### src/rtl/rd_port_arbiter.sv
// Round-robin arbiter/sequencer sharing one registered-select read port among N_REQ requesters.
// Optional macro RD_ARB_FIXED_PRIO_EN: fixed priority (lowest set index wins), no rotating pointer.
`timescale 1ns/1ps
module rd_port_arbiter #(
    parameter int n     = 32,
    parameter int ADDR  = 11,
    parameter int N_REQ = 4,
    parameter int IDW   = 2
) (
    input  logic                   clk_i,
    input  logic                   rst_ni,
    input  logic [N_REQ-1:0]       req_valid_i,
    input  logic [ADDR-1:0]        req_addr_i [0:N_REQ-1],
    output logic [N_REQ-1:0]       req_ready_o,
    output logic [ADDR-1:0]        mux_sel_o,
    input  logic [n-1:0]           mux_data_i,
    output logic                   rsp_valid_o,
    output logic [IDW-1:0]         rsp_id_o,
    output logic [n-1:0]           rsp_data_o,
    input  logic                   rsp_ready_i
);

    typedef enum logic [1:0] {
        S_IDLE = 2'd0,
        S_READ = 2'd1,
        S_RESP = 2'd2
    } state_t;

    state_t             r_state;
    state_t             w_state_nxt;
    logic [ADDR-1:0]    r_sel;
    logic [IDW-1:0]     r_id;
    logic [n-1:0]       r_data;
    logic               r_valid;
    logic [IDW-1:0]     w_win;
    logic               w_any;
    logic               w_grant;
`ifndef RD_ARB_FIXED_PRIO_EN
    logic [IDW-1:0]     r_ptr;
`endif

    assign w_any = |req_valid_i;
    // Grants are gated by reset so req_ready_o reads 0 while rst_ni is low.
    assign w_grant = rst_ni & w_any &
                     ((r_state == S_IDLE) | ((r_state == S_RESP) & rsp_ready_i));
    assign req_ready_o = {{(N_REQ-1){1'b0}}, w_grant} << w_win;

    // Winner search: scan from the lowest priority upward so the highest-priority hit is the last write.
    always_comb begin
        logic [IDW:0] w_sum;
        w_win = '0;
        w_sum = '0;
        for (int k = N_REQ - 1; k >= 0; k--) begin
`ifdef RD_ARB_FIXED_PRIO_EN
            w_sum = (IDW+1)'(k);
`else
            w_sum = {1'b0, r_ptr} + (IDW+1)'(k);
            w_sum = (w_sum >= (IDW+1)'(N_REQ)) ? (w_sum - (IDW+1)'(N_REQ)) : w_sum;
`endif
            w_win = req_valid_i[w_sum[IDW-1:0]] ? w_sum[IDW-1:0] : w_win;
        end
    end

    // Next-state logic; a granted request in RESP goes straight back to READ.
    always_comb begin
        w_state_nxt = r_state;
        case (r_state)
            S_IDLE: w_state_nxt = w_grant ? S_READ : S_IDLE;
            S_READ: w_state_nxt = S_RESP;
            S_RESP: begin
                if (!rsp_ready_i) begin
                    w_state_nxt = S_RESP;
                end else if (w_grant) begin
                    w_state_nxt = S_READ;
                end else begin
                    w_state_nxt = S_IDLE;
                end
            end
            default: w_state_nxt = S_IDLE;
        endcase
    end

    // State register and response-valid flag.
    always_ff @(posedge clk_i or negedge rst_ni) begin
        if (!rst_ni) begin
            r_state <= S_IDLE;
            r_valid <= 1'b0;
        end else begin
            r_state <= w_state_nxt;
            r_valid <= (w_state_nxt == S_RESP);
        end
    end

    // Select, owner id and read data; select only moves on an accept.
    always_ff @(posedge clk_i or negedge rst_ni) begin
        if (!rst_ni) begin
            r_sel  <= '0;
            r_id   <= '0;
            r_data <= '0;
        end else begin
            if (w_grant) begin
                r_sel <= req_addr_i[w_win];
                r_id  <= w_win;
            end
            if (r_state == S_READ) begin
                r_data <= mux_data_i;
            end
        end
    end

`ifndef RD_ARB_FIXED_PRIO_EN
    // Round-robin pointer: one past the last winner, wrapping at N_REQ.
    always_ff @(posedge clk_i or negedge rst_ni) begin
        if (!rst_ni) begin
            r_ptr <= '0;
        end else if (w_grant) begin
            r_ptr <= (w_win == IDW'(N_REQ - 1)) ? '0 : (w_win + IDW'(1));
        end
    end
`endif

    assign mux_sel_o   = r_sel;
    assign rsp_id_o    = r_id;
    assign rsp_data_o  = r_data;
    assign rsp_valid_o = r_valid;

endmodule

### config.mk
export PLATFORM = sky130hd
export DESIGN_NAME = rd_port_arbiter
export DESIGN_NICKNAME = d
export VERILOG_FILES = /design/src/rtl/rd_port_arbiter.sv
export SDC_FILE = /design/constraint.sdc
export NUM_CORES = 1
export LEC_CHECK = 0
export ABC_AREA = 1
export ABC_CLOCK_PERIOD_IN_PS = 2200
export CAP_MARGIN = 20
export CORE_MARGIN = 3
export CORE_UTILIZATION = 39
export CTS_CLUSTER_DIAMETER = 30
export DETAILED_ROUTE_END_ITERATION = 8
export PLACE_DENSITY_LB_ADDON = 0.1
export SKIP_LAST_GASP = 1
export SLEW_MARGIN = 20
export SYNTH_ARGS = -nofsm -noshare
export SYNTH_HDL_FRONTEND = slang
export SYNTH_SLANG_ARGS = --single-unit
### constraint.sdc
create_clock -name clk_i -period 2.2 [get_ports clk_i]
set_clock_uncertainty 0.05 [all_clocks]
set_input_delay 0.33 -clock clk_i [delete_from_list [all_inputs] [get_ports clk_i]]
set_output_delay 0.33 -clock clk_i [all_outputs]
set_load 0.02 [all_outputs]
# Word level (Yosys, flattened, before mapping)
# Cells that the tools add are included.
# word_totals
ff_bits,50
latch_bits,0
ramBits,0
mem_bits_ro,0
in_bits,83
output_inout_bits,50
elab_cells,58
memories,0
# op_classes
n_addsub,8
multipliers,0
n_div,0
n_lt_le_gt_ge,9
n_eq_ne,4
shift,1
n_mux,23
bitwise,5
reduce_logical,2
# op_table
cell,n
$bmux W11 S2,1
$mux W11,2
$mux W2,10
$ge A3 B3 Y1 const B,4
$lt A2 B3 Y1 const B,4
$bmux W1 S2,4
$sub A2 B1 Y2 const B,4
$add A2 B2 Y3 const B,2
$eq A2 B2 Y1 const B,3
$pmux W2 S3,1
$mux W1,5
$reduce_or A4 Y1,1
$shl A1 B2 Y4,1
$add A2 B1 Y3 const B,1
$and A1 B1 Y1,3
$ge A2 B3 Y1 const B,1
$not A2 Y3,1
$add A2 B1 Y2 const B,1
$eq A2 B1 Y1 const B,1
$logic_not A2 Y1,1
$or A1 B1 Y1,1

# Logic depth before layout (Yosys ltp)
# Gate-level depths: netlist of the first run.
# logic_depth
ltp_word,13
mapped_depth,15
depth_no_buf,14

# Worst setup path after synthesis of the first run
# OpenSTA, ideal clock, no wires.
# synth_timing
path_kind,register to output
startpoint,register r_ptr[0]
endpoint,output req_ready_o[3]
arrival_time_ns,1.632
t_required_ns,1.820
setup_slack_ns,0.188
path_stages_with_launch,11
path_buffers,2
path_cell_list,dfrtp_1 buf_6 inv_2 nand3_1 and2_1 nand3_2 nand3_2 nand2_4 buf_2 nand2_1 nor2_1
# synth_via
elab_chain_cells,10
word_cells_on_any_way,28
cone_classes,add/sub (7); order compare (4); shift (1); mux (16)
# synth_lines
item,line,text
start: declaration,39,logic [IDW-1:0] r_ptr;
start signal: assignment,117,r_ptr <= (w_win == IDW'(N_REQ - 1)) ? '0 : (w_win + IDW'(1));
$add A2 B2 Y3,57,"w_sum = {1'b0, r_ptr} + (IDW+1)'(k);"
$ge A3 B3 Y1 / $sub A2 B1 Y2 (equally long branches),58,w_sum = (w_sum >= (IDW+1)'(N_REQ)) ? (w_sum - (IDW+1)'(N_REQ)) : w_sum;
$mux W2,58,
$bmux W1 S2,60,w_win = req_valid_i[w_sum[IDW-1:0]] ? w_sum[IDW-1:0] : w_win;
$mux W1 (not written as such),60,
$mux W2 (3 in a row),60,
$mux W2 (*),60,
$shl A1 B2 Y4 (*),46,"assign req_ready_o = {{(N_REQ-1){1'b0}}, w_grant} << w_win;"
end: declaration,14,"output logic [N_REQ-1:0] req_ready_o,"
# Mark *: on every way between the ends. The rest lies on a longest branch, timed or not. The select of a mux whose other input is x is not followed.

# Worst setup path in the final report of the first run
# layout_timing
startpoint,register r_ptr[0]
endpoint,output req_ready_o[2]
# Same word-level chain as after synthesis.

==> results_dict.tcl, run 1 <==
set metrics [dict create \
    setup_violations 1 \
    htreeDepth 2 \
    cts_buffers 5 \
    stdcell_area_um2 4270 \
    overflow 0 \
    die_y_um 86.3 \
    ir_drop_mv 0.746 \
    powerDensity_nw_per_um2 1330 \
    yosysTopAreaCellShare_pct 49.8 \
    start_kind "flip-flop" \
    area_growth_pct 69.8 \
    grt_max_degree 51 \
    wl_per_cell_um 13.0 \
    drt_iter0_drc 81 \
    timing.fmax_mhz 451 \
    cts_sinks 50 \
    r2r_slack_ns 0.15 \
    cellLeakagePower_nw 1.98 \
    placed_area_um2 4010 \
    postCtsHoldBufs 0 \
    port-buffer-count 132 \
    route.detailed.drc 0 \
    diodes 0 \
    antenna_left 0 \
    dieArea_um2 7450 \
    violations "negative setup slack" \
    synth_nets 356 \
    hpwl_um 4910 \
    cts_root_buf "clkbuf_8" \
    slowest_delay_ns 0.48 \
    yosysWarningCount 0 \
    drt-vias-per-instance 4.70 \
    fin_crit_ns 2.22 \
    cts_tree "built" \
    tightest_slew_ns 0.623 \
    met3WireLength_um 674 \
    place_congestion 0.818 \
    firstDrtPassIters 4 \
    ys_ff_latch 50 \
    critPathArrivalTime_ns 1.84 \
    final_common_cell "clkdlybuf4s50_1" \
    final_util_pct 70.1 \
    grt_pass1_wl_um 10300 \
    hold_path_class "input pin to asynchronous set/reset pin" \
    finalHoldViolations 0 \
    timing.rr.end "mux_sel_o[5]" \
    totalWireLength_um 6560 \
    coreArea_um2 6100 \
    clockBufferDepth 2 \
    syn_inst 273 \
    rsz0062_at_grt "yes" \
    crit_slowest_cell "dfrtp_2" \
    clock_latency_ns 0.29 \
    slew_headroom_pct 58.4 \
    rows 28 \
    initial_utilization_pct 41.3 \
    status "finished, violations left" \
    route.vias.total 2379 \
    finalPower_mw 5.67 \
    critPathKind "flip-flop to primary output" \
    syn_avg_cell_area_um2 9.21 \
    drive_gt1_share_pct 25.5 \
    fin_crit_sh_pct 101 \
    synth_area_leaders "dfrtp_1, mux2_2, nand2_1, nand3_1, inv_1" \
    grt_pass1_vias 2273 \
    synth_largest_area_cell "dfrtp_1" \
    finalMaxSlewViolations 0 \
    wl_met1_um 2770 \
    layout_setup_ws_ns -0.0181 \
    grtUsageTotal_pct 17.4 \
    cp_max_fo 6 \
    ys_seq_area_share_pct 49.8 \
    final_cell_mix "clkdlybuf4s50_1, nand2_1, dfrtp_1" \
    reg2regPathDepth 11 \
    nets 513 \
    netlist_area_um2 2510 \
    io_pins 133 \
    drv_cap 0 \
    worstPathCellList "buf_6 > nand3_1 > and2_4 > and2_1 > nand2_2 > nand2_4 > inv_4 > nor2_4 > nand2_2 > inv_2 > buf_6" \
    crit_path_end_kind "primary output" \
    die_w_um 86.3 \
    met2_length_um 3070 \
    ys_types 25 \
    reg2reg_from "r_ptr[0]" \
    clk_pin_slew_worst_paths_ns 0.08 \
    tns_ns -0.0181 \
    pre_cts_ws_ns -0.447 \
    highest_layer "met4" \
    antenna_found_initial 0 \
    required_ns 1.82 \
]
layout make-up:
class | count | area [um2]
repair buffers | 160 | 1540
clock inverters | 2 | 12.5
clock buffers | 6 | 82.6
well taps | 75 | 93.8
fillers | 501 | 1830
multi-input cells | 170 | 1120
flip-flops and latches | 50 | 1250
inverters | 43 | 169
Yosys cell counts:
| library cell | count |
|---|---|
| nand2_1 | 64 |
| dfrtp_1 | 50 |
| inv_1 | 39 |
| nand3_1 | 35 |
| mux2_2 | 32 |
| o211ai_1 | 9 |
| or2_0 | 7 |
| clkbuf_1 | 4 |
| inv_2 | 4 |
| o21ai_0 | 4 |
| and2_1 | 3 |
| nor2_1 | 3 |
| buf_2 | 2 |
| buf_4 | 2 |
| buf_6 | 2 |
| nand2_4 | 2 |
| nand3_2 | 2 |
| nand4_1 | 2 |
| a21oi_1 | 1 |
| nand2_2 | 1 |
| nor2_2 | 1 |
| nor2_4 | 1 |
| nor3b_1 | 1 |
| o21ai_1 | 1 |
| or2_2 | 1 |
sequential cells by signal, indices dropped and copies added (netlist names):
signal	cells
rsp_valid_o	1
r_state	2
mux_sel_o	11
rsp_id_o	2
rsp_data_o	32
r_ptr	2
critical path, delay by kind of cell (launching register included):
family	cells	cell delay (ns)
buf+inv	4	0.35
simple gates	7	0.71
flops	1	0.48
power breakdown:
group / switching [mW] / total, mW / leakage, nW / internal [mW]
logic: 1.81 / 3.57 / 1.34 / 1.76
registers: 0.229 / 1.55 / 0.594 / 1.32
clock network: 0.297 / 0.550 / 0.0472 / 0.253
cell families (layout without fill, tap and decap cells):
family                 Yosys count  in the layout  share of synthesized area [%]
muxes                           32             32                           14.3
AOI/OAI and AO/OA               15             15                           3.88
buffers and inverters           53            211                           8.90
and+or+nand+nor                123            123                           23.1
DFF                             50             50                           49.8
per-stage QoR:
stage               instances  hold WS [ns]
floorplan                 273       -0.0156
global placement          490         0.418
detailed placement        490         0.423
CTS                       499         0.122
global route              506         0.161
finish                    506        0.0984
routing by layer:
layer / vias to the layer above / GRT usage, %
li1: 1189 / -
met1: 1086 / 21.3
met2: 97 / 29.8
met3: 7 / 6.18
met4: 0 / 3.40
met5: - / 0
worst max-delay path by stage:
stage	cells past startpoint	endpoint	start	slack [ns]
6_report	11	req_ready_o[2]	r_ptr[0]	-0.02
2_1_floorplan	10	req_ready_o[3]	r_ptr[0]	0.19
5_1_grt	11	req_ready_o[2]	r_ptr[0]	-0.14
3_3_place_gp	14	req_ready_o[2]	req_valid_i[3]	-0.41
4_1_cts	10	req_ready_o[3]	r_ptr[0]	-0.02
3_5_place_dp	14	req_ready_o[2]	req_valid_i[3]	-0.45
what timing repair did:
item,CTS,global route
hold endpoints to repair,0,0
buffers inserted,1,7
gates resized for setup,23,38
pin swaps,0,13
setup endpoints to repair,4,4
Note: power is estimated with default switching activity, not from simulation.
==> run 2, diff against run 1 <==
==> constraint.sdc (replaced) <==
create_clock -name clk_i -period 2.2 [get_ports clk_i]
set_clock_uncertainty 0.05 [all_clocks]
set_input_delay 0.33 -clock clk_i [delete_from_list [all_inputs] [get_ports clk_i]]
set_output_delay 0.33 -clock clk_i [all_outputs]
set_load 0.05 [all_outputs]
==> results_dict.tcl, run 2 (synthesized netlist as in run 1, its figures left out) <==
set metrics [dict create \
    status "finished, violations left" \
    violations "negative setup slack" \
    clock_latency_ns 0.29 \
    hpwl_um 4830 \
    cts_tree "built" \
    post-place-cells 483 \
    drt-vias-per-instance 4.81 \
    grtUsageTotal_pct 18.2 \
    final_cells 506 \
    cp_max_fo 6 \
    port-buffer-count 132 \
    hold_path_class "input pin to asynchronous set/reset pin" \
    crit_top_cell "nand2_2" \
    timing.fmax_mhz 447 \
    die_w_um 86.3 \
    drt_iter0_drc 75 \
    cts_root_buf "clkbuf_8" \
    finalHoldViolations 0 \
    powerDensity_nw_per_um2 1580 \
    final_cell_mix "clkdlybuf4s50_1, nand2_1, dfrtp_1" \
    r2r_slack_ns 0.13 \
    finalMaxSlewViolations 0 \
    totalWireLength_um 6860 \
    worstPathCellList "inv_4 > nand2_2 > nand2_2 > nand2_4 > nand2_2 > inv_1 > nand2_1 > nand2_2 > nand2_4 > inv_6 > nor2_4 > nand2_2 > inv_2 > buf_12" \
    tightest_slew_ns 0.627 \
    largest_reg_flops 32 \
    required_ns 1.82 \
    cts_sinks 50 \
    final_common_cell "clkdlybuf4s50_1" \
    io_pins 133 \
    clockBufferDepth 2 \
    regArea_um2 1250 \
    area_growth_pct 76.7 \
    antenna_found_initial 0 \
    start_kind "flip-flop" \
    grt_pass1_vias 2309 \
    setup_violations 3 \
    critPathArrivalTime_ns 1.86 \
    num-fill-cells 467 \
    fin_crit_sh_pct 102 \
    worst-path-buf-inv 5 \
    layout_setup_ws_ns -0.0387 \
    nets 514 \
    slowest_delay_ns 0.50 \
    drive_gt1_share_pct 26.9 \
    grt_max_degree 51 \
    diodes 0 \
    crit_path_end_kind "primary output" \
    slew_headroom_pct 58.2 \
    place_congestion 0.813 \
    route.vias.total 2434 \
    overflow 0 \
    crit_family "simple AND/OR/NAND/NOR gates" \
    rsz0062_at_grt "yes" \
    startpoint "r_ptr[0]" \
    cts_buffers 5 \
    initial_utilization_pct 41.3 \
    dieArea_um2 7450 \
    coreArea_um2 6100 \
    ir_drop_mv 1.03 \
    multi_input_area_um2 1220 \
    clk_pin_slew_worst_paths_ns 0.09 \
    wl_per_cell_um 13.6 \
    tns_ns -0.0605 \
    fin_crit_ns 2.24 \
    postCtsHoldBufs 0 \
    cellLeakagePower_nw 2.04 \
    die_y_um 86.3 \
    route.detailed.drc 0 \
    critPathKind "flip-flop to primary output" \
    pre_cts_ws_ns -0.0914 \
    rows 28 \
    reg2reg_from "r_ptr[0]" \
    htreeDepth 2 \
    crit_slowest_cell "dfrtp_2" \
    firstDrtPassIters 6 \
    grt_pass1_wl_um 10800 \
    drv_cap 0 \
    antenna_left 0 \
]
run 2: cell types whose count changed in the layout (fill, tap and decap cells not counted), moves of 2 or more:
cell     previous run  this run
buf_6               6         3
nand2_1            53        49
buf_12              0         5
nand3_4             0         4
nand3_1            32        29
nand2_2            10         8
nand2_4             3         9
run 2: what timing repair did:
action                                  CTS  global route
endpoints found under the hold margin     0             0
gates resized for setup                  27            27
setup buffers                            10             6
pin swaps                                15            19
endpoints found under the setup margin    4             4
run 2: layer usage:
metal,GRT usage (%),wire length [um],vias up
li1,-,-,1188
met1,24.2,2910,1126
met2,29.2,3230,112
met3,5.04,625,8
met4,5.24,90,0
met5,0,0,-
run 2: where the power goes:
| part | switching [mW] | internal [mW] | leakage (nW) | total (mW) |
|---|---|---|---|---|
| Clock | 0.287 | 0.364 | 0.0573 | 0.651 |
| Sequential | 0.236 | 1.32 | 0.595 | 1.55 |
| Combinational | 2.89 | 1.92 | 1.39 | 4.82 |
| Total | 3.41 | 3.60 | 2.04 | 7.02 |
run 2: stage by stage:
stage	utilization [%]	hold slack, ns	cell area, um2	power (mW)
3_3_place_gp	65.9	0.429	4020	5.67
6_report	72.9	0.109	4440	7.02
5_1_grt	72.9	0.158	4440	7.44
2_1_floorplan	-	-0.0156	2520	4.31
4_1_cts	70.3	0.127	4280	6.70
3_5_place_dp	65.9	0.431	4020	5.73
run 2: worst paths after layout:
kind | to | cells past startpoint
min in group clk_i | r_state[0] | 3
max in group asynchronous | r_ptr[0] | 2
max reg2reg | mux_sel_o[3] | 12
min reg2reg | mux_sel_o[9] | 2
max | req_ready_o[2] | 14
min | rsp_data_o[16] | 2
run 2: layout make-up:
type	count	share of cell area, %
clock inverter	1	0.676
inverter	43	3.86
timing repair buffer	161	35.9
tap	75	2.11
multi-input combinational	170	27.4
clock buffer	6	1.86
sequential	50	28.2
